===== config.mk =====
export PLATFORM = sky130hd
export DESIGN_NAME = serial_subtractor
export DESIGN_NICKNAME = d
export VERILOG_FILES = /design/src/rtl/serial_subtractor.sv
export SDC_FILE = /design/constraint.sdc
export NUM_CORES = 1
export LEC_CHECK = 0
export ABC_AREA = 0
export BUFFER_PORTS_ARGS = -buffer_cell sky130_fd_sc_hd__clkbuf_2
export CAP_MARGIN = 25
export CORE_UTILIZATION = 40
export DETAILED_ROUTE_END_ITERATION = 7
export HOLD_SLACK_MARGIN = 0.05
export PLACE_DENSITY = 0.62
export SYNTH_ARGS = -nofsm -noshare
export SYNTH_HDL_FRONTEND = slang
export SYNTH_SLANG_ARGS = --single-unit

===== constraint.sdc =====
create_clock -name clk -period 1.21 [get_ports clk]
set_input_delay 0.242 -clock clk [delete_from_list [all_inputs] [get_ports clk]]
set_output_delay 0.242 -clock clk [all_outputs]
set_load 0.02 [all_outputs]

===== src/rtl/serial_subtractor.sv =====
// Bit-serial two's-complement subtractor: one full-subtractor cell,
// one borrow flop, LSB first, with a start/done handshake.
module serial_subtractor #(
    parameter int WIDTH = 8
) (
    input  logic             clk,
    input  logic             rst_n,
    input  logic             start,
    input  logic [WIDTH-1:0] a,
    input  logic [WIDTH-1:0] b,
    output logic             busy,
    output logic             done,
    output logic [WIDTH-1:0] diff,
    output logic             borrow_out,
    output logic             overflow,
    output logic             zero
);

    localparam int CW = (WIDTH > 2) ? $clog2(WIDTH) : 1;

    localparam logic [1:0] IDLE  = 2'd0;
    localparam logic [1:0] SHIFT = 2'd1;
    localparam logic [1:0] DONE  = 2'd2;

    localparam logic [CW-1:0] LAST = CW'(WIDTH - 1);

    logic [1:0]       state;
    logic [WIDTH-1:0] a_sr;
    logic [WIDTH-1:0] b_sr;
    logic [WIDTH-1:0] res;
    logic [WIDTH-1:0] res_nxt;
    logic [CW-1:0]    cnt;
    logic             br;
    logic             br_nxt;
    logic             a_msb;
    logic             b_msb;
    logic             x;
    logic             y;
    logic             d;
    logic             accept;

    assign x       = a_sr[0];
    assign y       = b_sr[0];
    assign d       = x ^ y ^ br;
    assign br_nxt  = (~x & y) | (~(x ^ y) & br);
    assign res_nxt = {d, res[WIDTH-1:1]};

    assign busy   = (state == SHIFT);
    assign done   = (state == DONE);
    assign accept = start & ((state == IDLE) | (state == DONE));

    always_ff @(posedge clk) begin
        if (!rst_n) begin
            state      <= IDLE;
            a_sr       <= '0;
            b_sr       <= '0;
            res        <= '0;
            cnt        <= '0;
            br         <= 1'b0;
            a_msb      <= 1'b0;
            b_msb      <= 1'b0;
            diff       <= '0;
            borrow_out <= 1'b0;
            overflow   <= 1'b0;
            zero       <= 1'b0;
        end else begin
            case (state)
                SHIFT: begin
                    a_sr <= a_sr >> 1;
                    b_sr <= b_sr >> 1;
                    res  <= res_nxt;
                    br   <= br_nxt;
                    cnt  <= cnt + CW'(1);
                    // Last bit: publish the assembled word in one step
                    if (cnt == LAST) begin
                        state      <= DONE;
                        diff       <= res_nxt;
                        borrow_out <= br_nxt;
                        overflow   <= (a_msb != b_msb) &
                                      (res_nxt[WIDTH-1] != a_msb);
                        zero       <= ~|res_nxt;
                    end
                end
                default: begin
                    if (accept) begin
                        state <= SHIFT;
                        a_sr  <= a;
                        b_sr  <= b;
                        res   <= '0;
                        cnt   <= '0;
                        br    <= 1'b0;
                        a_msb <= a[WIDTH-1];
                        b_msb <= b[WIDTH-1];
                    end else begin
                        state <= IDLE;
                    end
                end
            endcase
        end
    end

endmodule

==> out/qor.csv <==
metric,value,unit
status,"finished, violations left",
violations,setup timing,
hold_path_end,a_msb,
grt_util_all_layers,18.9,%
path_buf_inv,1,
critPathLaunchType,register,
yosysSeqAreaShare,47.1,%
clkLatencyLatePin,0.29,ns
rsz0062_at_grt,yes,
slew_viol_final,0,
die_h,68.8,um
crit_chain,"inv_2, fa_1, nor2_1, a21oi_1, a21oi_1",
gp_congestion,0.677,
avgViaCountPerCell,5.16,
initial_core_util,43.1,%
r2r_cells,5,
post-route-min-period,1.30,ns
die_x,68.8,um
clock-sinks,42,
port_buffers,31,
synth_top_flop_cell,dfxtp_1,
avgSynthCellArea,9.11,um^2
leakagePower,0.922,nW
syn_nets,219,
design.core.area,4140,um^2
layout_common_cells,"dfxtp_1, nand2_1, clkbuf_2, nand3_1, a21boi_1",
cts_buffers,5,
maxCapViolCount,0,
design.portCount,32,
crit_type,register to register,
grt_pass1_vias,1401,
r2r_end,overflow,
synth_top_area_share,47.1,%
clock_skew,0.00393,ns
final_nets,263,
h-tree-depth,2,
n_fill_cell,403,
firstDrtPassIters,4,
overflow,0,
cpMaxStageDelayCell,fa_1,
synth_warnings,0,
hold_viol_final,0,
clk_pin_slew_worst_paths,0.07,ns
worstPathArrival,1.47,ns
power_density,1170,nW/um^2
vias,1491,
ys_types,29,
hold_path_depth,3,
diodes,0,
dpl_cell_area,2100,um^2
drive_gt1_share,35.1,%
cp_top_family,adder cells,
fin_area,2320,um^2
max_slew_margin,77.5,%
crit_path_end_kind,register,
tightest_slew,0.334,ns
drtIter0Drc,115,
syn2layout_area_growth,30.0,%
ys_seq_elements,42,
routed_wl,3790,um
final_common_cell,dfxtp_1,
r2r_slack,-0.09,ns
grt_pass1_wl,6440,um
crit-reg2reg-launch,a_sr[0],
post-route-period-util,107,%
stdcell_count,289,
cp_max_fo,3,
required,1.39,ns
grt_max_degree,23,
hold_path_class,input port to register,
fin_ws,-0.0878,ns
synthCells,196,
fmax,771,MHz
crit_top_cell,a21oi_1,
cts_buffer_depth,2,
clock-root-buffer,clkbuf_8,
ir_drop,0.706,mV
setup_viol,4,
drcViolationCount,0,
cts_tree,yes,
synth_area_leaders,"dfxtp_1, a21boi_0, nand2_1",
ant_nets,0,
hold_start,a[7],
critical_path.max_stage_delay,0.52,ns
wl_per_cell,13.1,um
rows,23,
synth_edf_count,0,
async_flop_share,0,%
antenna_found_initial,0,
dp.cells,279,
die_area,4730,um^2
hpwlAfterDp,2540,um
syn-cell-area,1790,um^2
synth_top_area_cell,dfxtp_1,
report_power, final:
group | internal, W | total, W | switching, W
logic | 0.000187 | 0.000372 | 0.000185
clock network | 0.000440 | 0.000879 | 0.000439
registers | 0.00143 | 0.00147 | 0.0000398
total | 0.00206 | 0.00272 | 0.000664
cell usage after synthesis, types with 2 or more instances:
library cell and n:
dfxtp_1 42, nand2_1 33, nand3_1 23, a21boi_0 19, a22oi_1 14, a21boi_1 13
buf_4 5, a21oi_1 4, clkbuf_1 4, nor2_1 4, buf_2 3, buf_6 3
inv_1 3, o21a_1 3, and2_1 2, and3_1 2, fa_1 2, ha_1 2
nand3b_1 2, nor2b_1 2, nor4_1 2, o21ai_0 2
repair_timing:
item,in CTS,in global routing
resized for setup,17,28
gates cloned,1,0
setup buffers,2,1
hold buffers,0,0
endpoints found under the setup margin,27,27
pin swaps,0,7
worst min-delay path, cell delays in order:
cell,delay [ns]
clkbuf_2,0.08
nand2_1,0.07
a21boi_1,0.05
layer usage:
metal / wire, um / track usage [%] / up-vias
met1: 1780 / 21.7 / 683
met5: 0 / 0 / -
met4: 67 / 8.42 / 0
met3: 135 / 5.26 / 7
li1: - / - / 773
met2: 1810 / 32.5 / 28
registers in the layout (all words and copies together), names as in the netlist, 2 cells and up:
name   flops
b_sr       8
a_sr       8
state      2
res        7
diff       8
cnt        3
stage by stage:
step                hold slack, ns  TNS (ns)  power, W  setup slack [ns]  utilization, %
finish                       0.192    -0.222   0.00272           -0.0878            56.0
global route                 0.195    -0.815   0.00286            -0.165            56.0
CTS                          0.194    -0.316   0.00272            -0.109            54.2
detailed placement           0.447    -0.619   0.00183            -0.114            50.6
global placement             0.441    -0.314   0.00183           -0.0857            50.6
floorplan                    0.396    -0.148   0.00171           -0.0519               -
worst max path at each step:
stage             from  cells past startpoint         end  slack [ns]
2_1_floorplan   cnt[0]                      5  borrow_out       -0.05
3_3_place_gp   b_sr[0]                      5        zero       -0.09
3_5_place_dp   a_sr[0]                      5    overflow       -0.11
4_1_cts        a_sr[0]                      5    overflow       -0.11
5_1_grt        b_sr[0]                      5        zero       -0.16
6_report       a_sr[0]                      5    overflow       -0.09
final cells by class:
cell class | instances | area (um^2) | share of cell area [%]
Clock buffer | 6 | 82.6 | 3.56
Inverter | 4 | 17.5 | 0.755
Multi-Input combinational cell | 136 | 920 | 39.6
Sequential cell | 42 | 857 | 36.9
Tap cell | 50 | 62.6 | 2.70
Timing Repair Buffer | 51 | 382 | 16.4
logic make-up after synthesis:
kind of cell,synth area share [%]
AO/OA/AOI/OAI,22.8
adder cells (fa/ha/maj),3.64
buffers and inverters,6.52
flip-flops,47.1
AND/OR/NAND/NOR,19.9
(Power assumes the default switching activity.)
